`config.mk`:
```
export PLATFORM = sky130hd
export DESIGN_NAME = nibble_serial_adder_ctrl_flat
export DESIGN_NICKNAME = d
export VERILOG_FILES = /design/src/rtl/nibble_serial_adder_ctrl_if.sv /design/src/rtl/nibble_serial_adder_ctrl.sv /design/src/flat_wrapper.sv
export SDC_FILE = /design/constraint.sdc
export NUM_CORES = 1
export LEC_CHECK = 0
export CAP_MARGIN = 20
export CORE_MARGIN = 5
export CORE_UTILIZATION = 35
export DETAILED_ROUTE_END_ITERATION = 16
export SLEW_MARGIN = 20
export SYNTH_ARGS = -nofsm -noshare
export SYNTH_HDL_FRONTEND = slang
export SYNTH_SLANG_ARGS = --single-unit
```
`constraint.sdc`:
```
create_clock -name clk -period 2.5 [get_ports clk]
set_input_delay 0.5 -clock clk [delete_from_list [all_inputs] [get_ports clk]]
set_output_delay 0.5 -clock clk [all_outputs]
set_load 0.03 [all_outputs]
```
`src/rtl/nibble_serial_adder_ctrl_if.sv`:
```
// Requester-side handshake and operand/result bus for the nibble-serial adder controller.
// The requester drives the master modport and the controller implements the slave modport.
interface nibble_serial_adder_ctrl_if #(
  parameter int WIDTH = 16
);
  logic             start;
  logic             sub;
  logic             c_in;
  logic [WIDTH-1:0] a;
  logic [WIDTH-1:0] b;
  logic             busy;
  logic             done;
  logic [WIDTH-1:0] sum;
  logic             c_out;
  logic             ovf;

  modport master (
    output start, sub, c_in, a, b,
    input  busy, done, sum, c_out, ovf
  );

  modport slave (
    input  start, sub, c_in, a, b,
    output busy, done, sum, c_out, ovf
  );
endinterface

```
`src/rtl/nibble_serial_adder_ctrl.sv`:
```
// Adds or subtracts WIDTH-bit operands through one 4-bit ripple slice, one nibble per cycle,
// LSB nibble first, with a registered carry between nibbles.
module nibble_serial_adder_ctrl #(
  parameter int WIDTH = 16
) (
  input  logic                      clk,
  input  logic                      reset,
  nibble_serial_adder_ctrl_if.slave bus
);

  localparam int N     = WIDTH / 4;
  localparam int IDX_W = (N > 1) ? $clog2(N) : 1;
  localparam logic [IDX_W-1:0] LAST = IDX_W'(N - 1);

  typedef enum logic [1:0] {IDLE, RUN, DONE} state_t;

  state_t           state;
  state_t           state_nxt;
  logic [WIDTH-1:0] a_lat;
  logic [WIDTH-1:0] b_lat;
  logic             carry;
  logic [IDX_W-1:0] idx;
  logic [WIDTH-1:0] sum_r;
  logic             c_out_r;
  logic             ovf_r;
  logic [5:0]       slice;
  logic             accept;
  logic             last;
  logic             busy_r;
  logic             done_r;

  // Ripple slice result: {carry out of bit 3, carry out of bit 2, 4-bit sum}.
  function automatic logic [5:0] slice_add(input logic [3:0] x, input logic [3:0] y,
                                           input logic cin);
    logic [3:0] lo;
    logic [1:0] hi;
    lo = {1'b0, x[2:0]} + {1'b0, y[2:0]} + {3'b000, cin};
    hi = {1'b0, x[3]} + {1'b0, y[3]} + {1'b0, lo[3]};
    return {hi[1], lo[3], hi[0], lo[2:0]};
  endfunction

  assign accept = bus.start && (state == IDLE || state == DONE);
  assign last   = (idx == LAST);
  assign slice  = slice_add(a_lat[{idx, 2'b00} +: 4], b_lat[{idx, 2'b00} +: 4], carry);

  always_ff @(posedge clk or posedge reset) begin
    if (reset) state <= IDLE;
    else       state <= state_nxt;
  end

  always_comb begin
    state_nxt = state;
    case (state)
      IDLE:    if (bus.start) state_nxt = RUN;
      RUN:     if (last)      state_nxt = DONE;
      DONE:    state_nxt = bus.start ? RUN : IDLE;
      default: state_nxt = IDLE;
    endcase
  end

  always_comb begin
    busy_r = 1'b0;
    done_r = 1'b0;
    case (state)
      RUN:     busy_r = 1'b1;
      DONE:    done_r = 1'b1;
      default: ;
    endcase
  end

  // Operand capture; subtraction is folded in as a + ~b + 1.
  always_ff @(posedge clk) begin
    if (accept) begin
      a_lat <= bus.a;
      b_lat <= bus.sub ? ~bus.b : bus.b;
    end
  end

  always_ff @(posedge clk or posedge reset) begin
    if (reset) begin
      carry   <= 1'b0;
      idx     <= '0;
      sum_r   <= '0;
      c_out_r <= 1'b0;
      ovf_r   <= 1'b0;
    end else if (accept) begin
      carry <= bus.sub ? 1'b1 : bus.c_in;
      idx   <= '0;
    end else if (state == RUN) begin
      sum_r[{idx, 2'b00} +: 4] <= slice[3:0];
      carry                    <= slice[5];
      idx                      <= idx + IDX_W'(1);
      if (last) begin
        c_out_r <= slice[5];
        ovf_r   <= slice[5] ^ slice[4];
      end
    end
  end

  assign bus.busy  = busy_r;
  assign bus.done  = done_r;
  assign bus.sum   = sum_r;
  assign bus.c_out = c_out_r;
  assign bus.ovf   = ovf_r;

endmodule

```
`src/flat_wrapper.sv`:
```
// flat-port wrapper written by rule: the top's interface ports become plain ports
module nibble_serial_adder_ctrl_flat 
#(
  parameter int WIDTH = 16
)
  (clk, reset, bus_start, bus_sub, bus_c_in, bus_a, bus_b, bus_busy, bus_done, bus_sum, bus_c_out, bus_ovf);
  nibble_serial_adder_ctrl_if #(.WIDTH(WIDTH)) bus_i ();
  input  logic clk;
  input  logic reset;
  input wire logic [$bits(bus_i.start)-1:0] bus_start;
  input wire logic [$bits(bus_i.sub)-1:0] bus_sub;
  input wire logic [$bits(bus_i.c_in)-1:0] bus_c_in;
  input wire logic [$bits(bus_i.a)-1:0] bus_a;
  input wire logic [$bits(bus_i.b)-1:0] bus_b;
  output wire logic [$bits(bus_i.busy)-1:0] bus_busy;
  output wire logic [$bits(bus_i.done)-1:0] bus_done;
  output wire logic [$bits(bus_i.sum)-1:0] bus_sum;
  output wire logic [$bits(bus_i.c_out)-1:0] bus_c_out;
  output wire logic [$bits(bus_i.ovf)-1:0] bus_ovf;
  assign bus_i.start = bus_start;
  assign bus_i.sub = bus_sub;
  assign bus_i.c_in = bus_c_in;
  assign bus_i.a = bus_a;
  assign bus_i.b = bus_b;
  assign bus_busy = bus_i.busy;
  assign bus_done = bus_i.done;
  assign bus_sum = bus_i.sum;
  assign bus_c_out = bus_i.c_out;
  assign bus_ovf = bus_i.ovf;
  nibble_serial_adder_ctrl #(.WIDTH(WIDTH)) u_core (.clk(clk), .reset(reset), .bus(bus_i));
endmodule
```
# [Word level (Yosys, flattened, before mapping)]
# Cells that the tools add are included.
[op_classes] add_sub_neg=6 multipliers=0 n_div=0 n_lt_le_gt_ge=0 n_eq_ne=5 n_shift=4 mux=13 bitwise_logic=3 reduce_logical=7
[op_table] operator="16-bit by 5-bit variable part select with 4-bit output" n=2
[op_table] operator="16-bit bitwise mux" n=1
[op_table] operator="16-bit 2-to-1 mux" n=1
[op_table] operator="16-bit inverter" n=1
[op_table] operator="4-bit by 6-bit variable shift with 16-bit output (first input constant)" n=1
[op_table] operator="4-bit by 6-bit variable part select with 16-bit output" n=1
[op_table] operator="2-bit 2-to-1 mux" n=4
[op_table] operator="1-bit 2-to-1 mux" n=6
[op_table] operator="4-bit negation with 6-bit output" n=1
[op_table] operator="2-bit one-hot mux with 3 select lines" n=1
[op_table] operator="3-bit by 3-bit adder with 4-bit output" n=1
[op_table] operator="4-bit by 1-bit adder with 4-bit output" n=1
[op_table] operator="2-bit equality test (second input constant)" n=2
[op_table] operator="2-bit AND reduction" n=2
[op_table] operator="3-bit AND reduction" n=1
[op_table] operator="1-bit by 1-bit adder with 2-bit output" n=1
[op_table] operator="2-bit by 1-bit adder with 2-bit output" n=1
[op_table] operator="2-bit by 1-bit adder with 2-bit output (second input constant)" n=1
[op_table] operator="2-bit by 1-bit equality test with 1-bit output (second input constant)" n=1
[op_table] operator="2-bit logical NOT" n=1
[op_table] operator="2-bit by 1-bit inequality test with 1-bit output (second input constant)" n=1
[op_table] operator="2-bit inequality test (second input constant)" n=1
[op_table] operator="2-bit nonzero test" n=1
[op_table] operator="1-bit logical AND" n=1
[op_table] operator="other kinds (3)" n=3
[word_totals] register_bits=55 latch_bits=0 mem_bits_rw=0 romBits=0 word_cells=46 memories=0

# [Longest topological paths before layout]
# Gate-level depths: netlist (run 1).
[depth] word_depth=6 ltp_mapped=8 ltp_nobuf=7

# [Least setup slack after synthesis (run 1)]
# No wires, ideal clock.
[synth_timing] path_type="register to register" start="reg u_core.idx[0]" end="reg u_core.sum_r[3], in the netlist u_core.bus.sum[3]" setup_ps=83 arrival_time_ps=2657 path_slack_ps=-239 stages_incl_launch_ff=8 period_less_slack_ps=2739 path_cell_list="dfrtp_1 buf_4 mux4_2 fa_1 a21o_1 a21oi_1 fa_1 o21ai_0"
[synth_between] elab_chain_cells=6 elab_cells_between_ends=10 classes_between="add/sub: 5; shift: 4; mux: 1"
[synth_rtl] item="start, declared" line_no="nibble_serial_adder_ctrl.sv:22" text="logic [IDX_W-1:0] idx;"
[synth_rtl] item="start signal, assigned" line_no="nibble_serial_adder_ctrl.sv:92" text="idx <= idx + IDX_W'(1);"
[synth_rtl] item="16-bit by 5-bit variable part select with 4-bit output" line_no="nibble_serial_adder_ctrl.sv:44" text="assign slice = slice_add(a_lat[{idx, 2'b00} +: 4], b_lat[{idx, 2'b00} +: 4], carry);"
[synth_rtl] item="3-bit by 3-bit adder with 4-bit output" line_no="nibble_serial_adder_ctrl.sv:37" text="lo = {1'b0, x[2:0]} + {1'b0, y[2:0]} + {3'b000, cin};"
[synth_rtl] item="4-bit by 1-bit adder with 4-bit output" line_no="nibble_serial_adder_ctrl.sv:37"
[synth_rtl] item="2-bit by 1-bit adder with 2-bit output" line_no="nibble_serial_adder_ctrl.sv:38" text="hi = {1'b0, x[3]} + {1'b0, y[3]} + {1'b0, lo[3]};"
[synth_rtl] item="4-bit by 6-bit variable part select with 16-bit output" line_no="nibble_serial_adder_ctrl.sv:90" text="sum_r[{idx, 2'b00} +: 4] <= slice[3:0];"
[synth_rtl] item="16-bit bitwise mux (*)" line_no="nibble_serial_adder_ctrl.sv:90"
[synth_rtl] item="end signal, assigned by index" line_no="nibble_serial_adder_ctrl.sv:90"
[synth_rtl] item="end, declared" line_no="nibble_serial_adder_ctrl.sv:23" text="logic [WIDTH-1:0] sum_r;"
# Every way passes the cells marked *; elsewhere a longest branch is shown, timed or not.
# A chain may end at the register's enable or synchronous reset.

# [Final worst setup path (run 1)]
[layout_timing] start="reg u_core.idx[0]" end="reg u_core.sum_r[11], in the netlist u_core.bus.sum[11]"
# The elaborated chain is that of the path after synthesis.

==> results.json, run 1 <==
{
  "outcome": "complete, but fails checks",
  "violations": "negative setup slack",
  "die_w_um": 93.32,
  "vias": 1497,
  "synth_area_leaders": "edfxtp_1 40%, dfrtp_1 24%, mux4_2 7.4%",
  "final_nets": 280,
  "power_mw": 4.130,
  "syn-cell-area_sq_um": 2430,
  "synth_area_per_cell_sq_um": 15.48,
  "grt-ovfl-total": 0,
  "drive_gt1_frac": 0.1674,
  "synth.top_cells.by_count": "32 x edfxtp_1, 23 x dfrtp_1, 17 x xor2_1",
  "cp_data_arrival_time_ns": 2.77,
  "vias_per_cell": 4.550,
  "yosysTopAreaCellShare": 0.3955,
  "period_share": 1.015,
  "area_delta_synth_final_pct": 38.00,
  "crit_required_ns": 2.74,
  "yosysSeqAreaShare": 0.6323,
  "path_max_fanout": 6,
  "grt_use_met1": 0.1566,
  "ir_drop_uv": 460.4,
  "cts.sinks": 55,
  "setup-violations-final": 4,
  "min_from": "u_core.bus.sum[2]",
  "cts.clk_slew.worst_paths_ns": 0.10,
  "fin_crit_ns": 2.536,
  "timing.fmax_mhz": 394.2,
  "clockBufferDepth": 2,
  "p_per_area_nw_per_um2": 1232,
  "drt_iter0_markers": 47,
  "rsz0062_at_grt": "true",
  "r2r-start": "u_core.idx[0]",
  "worst_slack_ns": -0.03649,
  "final_antenna_net_count": 0,
  "grt_start_max_net_pins": 28,
  "rrSetupSlack_ns": -0.04,
  "cts_tree": "done",
  "io_pins": 57,
  "grt_pass1_vias": 1621,
  "routabilityCongestion": 0.7523,
  "worst_pin_slew_ns": 0.4146,
  "stdcell_area_sq_um": 3353,
  "antenna_found_initial": 0,
  "insertedDiodeCount": 0,
  "synth_edf_count": 32,
  "yosysWarnings": 0,
  "cts_root_buf": "clkbuf_8",
  "p_leak_nw": 1.315,
  "first_pass_iters": 4,
  "crit_chain": "mux4_2 > fa_2 > a21o_1 > a21oi_2 > fa_2 > o2bb2ai_1",
  "yosys.area.top_type": "edfxtp_1",
  "core_area_sq_um": 6794,
  "synth.distinct_cells": 28,
  "slew_headroom": 0.7199,
  "placed_area_sq_um": 3184,
  "dp_slack_ns": -0.02417,
  "finalHoldViolations": 0,
  "yosysMostFrequentCell": "edfxtp_1",
  "syn-num-nets": 205,
  "end_kind": "flip-flop",
  "startpoint": "u_core.idx[0]",
  "insertion_delay_ns": 0.31,
  "rows": 30,
  "nFillCells": 627,
  "slowest_stage": "mux4_2",
  "hpwl_um": 3547,
  "grt_use_met3": 0.02816,
  "cts-hold-fix-buffers": 0,
  "h-tree-depth": 2,
  "crit_type": "flip-flop to flip-flop",
  "post-route-drc-count": 0,
  "critPathMostFrequentCell": "fa_2",
  "ys.flop_type": "edfxtp_1",
  "port_buffers": 56,
  "chipHeight_um": 93.32,
  "ys_seq_elements": 55,
  "cts_inserted_buffers": 5,
  "min_path_type": "flip-flop to flip-flop",
  "top_usage_layer": "met2",
  "fin_skew_ns": 0.004280,
  "routedWlPerCell_um": 14.13,
  "hold_slack_ns": 0.4925,
  "cpPeakStageDelay_ns": 0.54,
  "maxCapViolCount": 0,
  "start_kind": "flip-flop",
  "start_util": 0.3576,
  "dieArea_sq_um": 8709,
  "grt_first_pass_wirelength_um": 7831,
  "grt_util_all_layers": 0.1146,
  "syn_inst": 157,
  "setup-tns-final_ns": -0.1102,
  "use_met2": 0.1846,
  "synthArstFlopShare": 0.4182,
  "slew_violations": 0,
  "drt_wl_total_um": 4650
}
[timing repair]
action,CTS,global route
resized for setup,2,2
pin swaps,3,5
endpoints found under the hold margin,0,0
setup buffers,3,3
setup endpoints to repair,5,6
[metrics by stage]
step,cells,util
finish,329,0.4936
CTS,326,0.4897
detailed placement,315,0.4687
global placement,315,0.4687
global route,329,0.4936
floorplan,157,-
[metal layers]
| layer | vias up | part of all wire |
|---|---|---|
| met5 | - | 0 |
| met4 | 0 | 0.011 |
| met3 | 7 | 0.059 |
| met2 | 48 | 0.47 |
| met1 | 713 | 0.46 |
| li1 | 729 | - |
[path summary, 6_finish.rpt]
| check | end | depth (start not counted) |
|---|---|---|
| max | u_core.bus.sum[11] | 6 |
| min | u_core.bus.sum[2] | 2 |
| max reg2reg | u_core.bus.sum[11] | 6 |
| min reg2reg | u_core.bus.sum[2] | 2 |
| max in group asynchronous | u_core.idx[0] | 3 |
| min in group asynchronous | u_core.bus.sum[3] | 3 |
[report_power, final]
group          switching [mW]  total (mW)  internal, mW
sequential              0.145        1.37          1.22
combinational            1.13        2.17          1.03
clock                   0.297       0.596         0.299
total                    1.57        4.13          2.56
[flip-flops by register name, indices dropped and copies added (netlist names)]
signal and flops:
u_core.bus.sum 16, u_core.b_lat 16, u_core.bus.ovf 1, u_core.bus.c_out 1
u_core.state 2, u_core.idx 2, u_core.carry 1, u_core.a_lat 16
[kinds of logic after synthesis]
logic type / after synthesis / synth area share
adder cells (fa/ha/maj): 11 / 0.06591
XOR/XNOR: 17 / 0.06128
AO/OA/AOI/OAI: 26 / 0.08084
AND/OR/NAND/NOR: 24 / 0.05819
buffers and inverters: 16 / 0.02729
multiplexers: 8 / 0.07415
flip-flops: 55 / 0.6323
[layout make-up]
| class | instances | area [sq um] | area share |
|---|---|---|---|
| Timing Repair Buffer | 72 | 693.2 | 0.2067 |
| Tap cell | 96 | 120.1 | 0.03582 |
| Multi-Input combinational cell | 86 | 845.8 | 0.2522 |
| Clock inverter | 3 | 42.54 | 0.01269 |
| Clock buffer | 5 | 68.82 | 0.02052 |
| Sequential cell | 55 | 1538 | 0.4586 |
| Inverter | 12 | 45.04 | 0.01343 |
[cell usage in the layout, fill, tap and decap left out, types with 2 or more instances in the layout]
cell | netlist | routed
clkdlybuf4s50_1 | 0 | 56
edfxtp_1 | 32 | 32
dfrtp_1 | 23 | 22
xor2_1 | 17 | 17
buf_4 | 1 | 15
inv_1 | 12 | 12
o2bb2ai_1 | 12 | 11
nand2_1 | 10 | 10
mux4_2 | 8 | 8
ha_1 | 8 | 8
nand3_1 | 5 | 5
clkbuf_8 | 0 | 5
o21ai_0 | 6 | 4
o211ai_1 | 2 | 2
o31ai_1 | 2 | 2
nand3b_1 | 2 | 2
fa_2 | 0 | 2
[critical path, delay by kind of cell (launching register included)]
kind / cells / cell delay, ns
DFF: 1 / 0.47
AOI/OAI and AO/OA: 3 / 0.56
muxes: 1 / 0.54
adders and majority gates: 2 / 0.89
No activity file was read; power rests on OpenSTA's default activity.
==> inputs of run 2 (changes only) <==
--- a/config.mk
+++ b/config.mk
@@ -6,9 +6,11 @@
 export NUM_CORES = 1
 export LEC_CHECK = 0
 export CAP_MARGIN = 20
+export CORE_ASPECT_RATIO = 0.5
 export CORE_MARGIN = 5
 export CORE_UTILIZATION = 35
 export DETAILED_ROUTE_END_ITERATION = 16
+export DONT_BUFFER_PORTS = 1
 export SLEW_MARGIN = 20
 export SYNTH_ARGS = -nofsm -noshare
 export SYNTH_HDL_FRONTEND = slang
==> constraint.sdc (replaced) <==
create_clock -name clk -period 3 [get_ports clk]
set_input_delay 0.6 -clock clk [delete_from_list [all_inputs] [get_ports clk]]
set_output_delay 0.6 -clock clk [all_outputs]
set_load 0.03 [all_outputs]
==> results.json, run 2 (synthesis gave the netlist of run 1 again) <==
{
  "final_antenna_net_count": 0,
  "most-common-layout-cells": "32 x edfxtp_1, 22 x dfrtp_1, 17 x xor2_1, 12 x inv_1, 12 x o2bb2ai_1",
  "min_path_type": "primary input to asynchronous set/reset pin",
  "r2r-start": "u_core.idx[0]",
  "cts.sinks": 55,
  "fin_util": 0.3997,
  "insertedDiodeCount": 0,
  "cts_tree": "done",
  "dr_wl_met3_um": 414,
  "dp_slack_ns": 0.1560,
  "cts.clk_slew.worst_paths_ns": 0.07,
  "slew_violations": 0,
  "h-tree-depth": 2,
  "setup-violations-final": 0,
  "post-route-drc-count": 0,
  "cts_inserted_buffers": 5,
  "grt-ovfl-total": 0,
  "crit_type": "flip-flop to flip-flop",
  "port_buffers": 0,
  "highest_layer": "met4",
  "cts-hold-fix-buffers": 0,
  "fin_skew_ns": 0.003001,
  "drt_iter0_markers": 88,
  "io_pins": 57,
  "clockBufferDepth": 2,
  "worst_pin_slew_ns": 0.8756,
  "nFillCells": 637,
  "crit_required_ns": 3.21,
  "start_util": 0.3612,
  "final_common_cell": "edfxtp_1",
  "wl_met1_um": 1982,
  "drt_wl_total_um": 4650,
  "dieArea_sq_um": 8810,
  "grt_pass1_vias": 1363,
  "rows": 21,
  "cts_root_buf": "clkbuf_16",
  "setup-tns-final_ns": 0,
  "vias": 1251,
  "fin_crit_ns": 2.722,
  "ir_drop_uv": 337.6,
  "antenna_found_initial": 0,
  "startpoint": "u_core.idx[0]",
  "hpwl_um": 3535,
  "routabilityCongestion": 0.7774,
  "first_pass_iters": 4,
  "hold_slack_ns": 0.3829,
  "final_nets": 211,
  "worst_slack_ns": 0.2776,
  "p_leak_nw": 1.048,
  "power_mw": 2.990,
  "outcome": "completed",
  "finalHoldViolations": 0,
  "drive_gt1_frac": 0.1220,
  "wl_met2_um": 2220,
  "maxCapViolCount": 0,
  "path_max_fanout": 7,
  "p_per_area_nw_per_um2": 1112,
  "post-cts-setup-buffers": 0,
  "timing.fmax_mhz": 367.3,
  "chipHeight_um": 68.92,
  "grt_util_all_layers": 0.1100,
  "period_share": 0.9075,
  "start_kind": "flip-flop",
  "vias_per_cell": 4.887,
  "slew_headroom": 0.4156,
  "insertion_delay_ns": 0.29,
  "grt_start_max_net_pins": 24,
  "routedWlPerCell_um": 18.16,
  "rsz0062_at_grt": "false",
  "die_w_um": 127.8,
  "area_delta_synth_final_pct": 10.66,
  "grt_first_pass_wirelength_um": 7300,
  "core_area_sq_um": 6726,
  "end_kind": "flip-flop",
  "cp_data_arrival_time_ns": 2.93
}
==> run 2: timing repair <==
item	CTS	global route
hold endpoints to repair	0	0
endpoints found under the setup margin	0	2
resized for setup	0	1
==> run 2: path summary, 6_finish.rpt <==
kind	slack [ns]	to	cells after the start
worst max-delay path	0.28	u_core.bus.sum[3]	6
worst min-delay path	0.38	u_core.bus.sum[1]	1
worst max register to register	0.28	u_core.bus.sum[3]	6
worst min register to register	0.58	u_core.carry	2
max in group asynchronous	2.02	u_core.idx[0]	1
min in group clk	0.41	u_core.a_lat[14]	0
==> run 2: worst max-delay path, cell delays in order (launching register included) <==
cell     delay, ns
dfrtp_2       0.49
mux4_2        0.55
fa_1          0.44
a21o_1        0.20
a21oi_1       0.25
fa_1          0.53
o21ai_0       0.18
==> run 2: cell type report <==
type                            count  area (sq um)  share of cell area
Tap cell                           92         115.1             0.04281
Sequential cell                    55          1538              0.5719
Clock buffer                        6         128.9             0.04793
Inverter                           12         45.04             0.01675
Clock inverter                      2         12.51            0.004653
Multi-Input combinational cell     86         827.0              0.3076
Timing Repair Buffer                3         22.52            0.008376
==> run 2: report_power, final <==
group          internal, mW  switching (mW)  total, mW  leakage, nW
clock network         0.309           0.247      0.555       0.0685
logic                 0.442           0.663       1.11        0.378
registers              1.02           0.310       1.33        0.601
total                  1.77            1.22       2.99         1.05
==> run 2: through the flow <==
step | area (sq um) | cells
2_1_floorplan | 2430 | 157
3_3_place_gp | 2546 | 248
3_5_place_dp | 2546 | 248
4_1_cts | 2688 | 256
5_1_grt | 2689 | 256
6_report | 2689 | 256
==> run 2: per-layer routing <==
layer | vias to the layer above | GRT usage
li1 | 591 | -
met1 | 623 | 0.1304
met2 | 32 | 0.1797
met3 | 5 | 0.05385
met4 | 0 | 0.03439
met5 | - | 0
==> inputs of run 3 (changes only) <==
--- a/config.mk
+++ b/config.mk
@@ -11,6 +11,8 @@
 export CORE_UTILIZATION = 35
 export DETAILED_ROUTE_END_ITERATION = 16
 export DONT_BUFFER_PORTS = 1
+export RECOVER_POWER = 50
+export SKIP_CTS_REPAIR_TIMING = 1
 export SLEW_MARGIN = 20
 export SYNTH_ARGS = -nofsm -noshare
 export SYNTH_HDL_FRONTEND = slang
==> results of run 3 <==
Same layout as run 2: the final DEF is identical, and so are final timing and power.
==> RTL change, RTL diff (flow settings as in run 1) <==
`WIDTH` is set to 16 in 3 places; all go to 32.
--- a/src/rtl/nibble_serial_adder_ctrl_if.sv
+++ b/src/rtl/nibble_serial_adder_ctrl_if.sv
@@ -1,7 +1,7 @@
 // Requester-side handshake and operand/result bus for the nibble-serial adder controller.
 // The requester drives the master modport and the controller implements the slave modport.
 interface nibble_serial_adder_ctrl_if #(
-  parameter int WIDTH = 16
+  parameter int WIDTH = 32
 );
   logic             start;
   logic             sub;
--- a/src/rtl/nibble_serial_adder_ctrl.sv
+++ b/src/rtl/nibble_serial_adder_ctrl.sv
@@ -1,7 +1,7 @@
 // Adds or subtracts WIDTH-bit operands through one 4-bit ripple slice, one nibble per cycle,
 // LSB nibble first, with a registered carry between nibbles.
 module nibble_serial_adder_ctrl #(
-  parameter int WIDTH = 16
+  parameter int WIDTH = 32
 ) (
   input  logic                      clk,
   input  logic                      reset,
--- a/src/flat_wrapper.sv
+++ b/src/flat_wrapper.sv
@@ -1,7 +1,7 @@
 // flat-port wrapper written by rule: the top's interface ports become plain ports
 module nibble_serial_adder_ctrl_flat 
 #(
-  parameter int WIDTH = 16
+  parameter int WIDTH = 32
 )
   (clk, reset, bus_start, bus_sub, bus_c_in, bus_a, bus_b, bus_busy, bus_done, bus_sum, bus_c_out, bus_ovf);
   nibble_serial_adder_ctrl_if #(.WIDTH(WIDTH)) bus_i ();
Ports: changed (resized bus_a, bus_b and bus_sum); port bits go from 57 to 105. The function was not compared with the original's and may differ.
==> RTL change against run 1 <==
The flow still finishes with violations (negative setup slack). Synthesized cell count increased by 90%. Power increased by 120%. Worst setup slack lost 250 ps. Clock skew grew 1.7 ps. Synthesized area increased by 98%. Design area is 100% higher. First-iteration DRC count rose to 3.1 times the old value. Via count increased by 86%. Sequential cell count increased by 49. Clock power is 130% higher. Wire length rose by 110%. Count of clock-buffer cells in the layout up 4. Critical endpoint is now u_core.bus.sum[23]. Largest power group unchanged.
==> RTL change: results (changes against run 1) <==
INFO  metric run_status = complete, but fails checks
INFO  metric violated_checks = negative setup slack
INFO  metric synth-seq-area-share = 60.74% (-2.5 points)
INFO  metric area_taken_by_multi_input_logic_gates = 1871 um^2 (+120%)
INFO  metric setup_ws = -290.5 ps (-254.0 ps)
INFO  metric detailedPlace.worstSlack = -318.1 ps (-293.9 ps)
INFO  metric count_of_final_setup_violators = 25 (+21)
INFO  metric n_all_inverters = 13 (+1)
INFO  metric ys_async_sr_fraction = 38.46% (-3.4 points)
INFO  metric crit_slowest_cell = fa_2
INFO  metric p_sw = 0.003482 W (+120%)
INFO  metric synth_compound_area_share = 1.534% (-6.6 points)
INFO  metric reg2reg_depth = 10 (+4)
INFO  metric synth_top_cells_by_area = edfxtp_1 (40%), dfrtp_1 (21%), mux4_2 (7.5%)
INFO  metric clock_buffer_count = 9 (+4)
INFO  metric maximum_fanout_along_the_worst_path = 8 (+2)
INFO  metric grtUsageMet2 = 20.86% (+2.4 points)
INFO  metric seq-cell-share = 43.71% (-2.2 points)
INFO  metric grt_use_met3 = 3.673% (+0.86 points)
INFO  metric worst_hold_path_cells = 1 (-1)
INFO  metric routed-via-count = 2786 (+86%)
INFO  metric multi_input_comb_cells = 166 (+93%)
INFO  metric synthMuxAreaShare = 16.54% (+9.1 points)
INFO  metric tapcell.inserted = 176 (+83%)
INFO  metric postCtsSetupBuffers = 6 (+3)
INFO  metric avgSynthCellArea = 16.09 um^2 (+4.0%)
INFO  metric postCtsResizedCells = 12 (+10)
INFO  metric cellPowerDensity = 1387 nW/um^2 (+13%)
INFO  metric gp_routability_congestion = 0.7305 (-2.9%)
INFO  metric worstPathArrival = 3010 ps (+240 ps)
INFO  metric num-fill-cells = 1179 (+88%)
INFO  metric vdd_ir_drop_max = 0.7490 mV (+63%)
INFO  metric groute.usage.overall = 12.45% (+0.99 points)
INFO  metric number_of_enable_flip_flop_cells_after_synthesis = 64 (+100%)
[RTL change: cell count changes in the layout (fill, tap and decap cells not counted), sizes merged, moves of 8 or more]
cell	change
nand2	+10
edfxtp	+32
dfrtp	+17
clkdlybuf4s50	+47
buf	+17
mux2	+28
mux4	+8
nor3	+10
xor2	+16
o2bb2ai	-12
[RTL change: metal layers]
| metal | share of wire [%] | vias to the layer above |
|---|---|---|
| li1 | - | 1343 |
| met1 | 43 | 1350 |
| met2 | 49 | 83 |
| met3 | 6.2 | 10 |
| met4 | 1.2 | 0 |
| met5 | 0 | - |
[RTL change: final timing paths]
check | start | to | slack (ps)
min in group asynchronous | reset | u_core.bus.sum[18] | 580
worst max-delay path | u_core.idx[0] | u_core.bus.sum[23] | -290
worst max register to register | u_core.idx[0] | u_core.bus.sum[23] | -290
max in group asynchronous | reset | u_core.idx[0] | 1540
worst min register to register | u_core.bus.sum[25] | u_core.bus.sum[25] | 490
worst min-delay path | u_core.bus.sum[25] | u_core.bus.sum[25] | 490
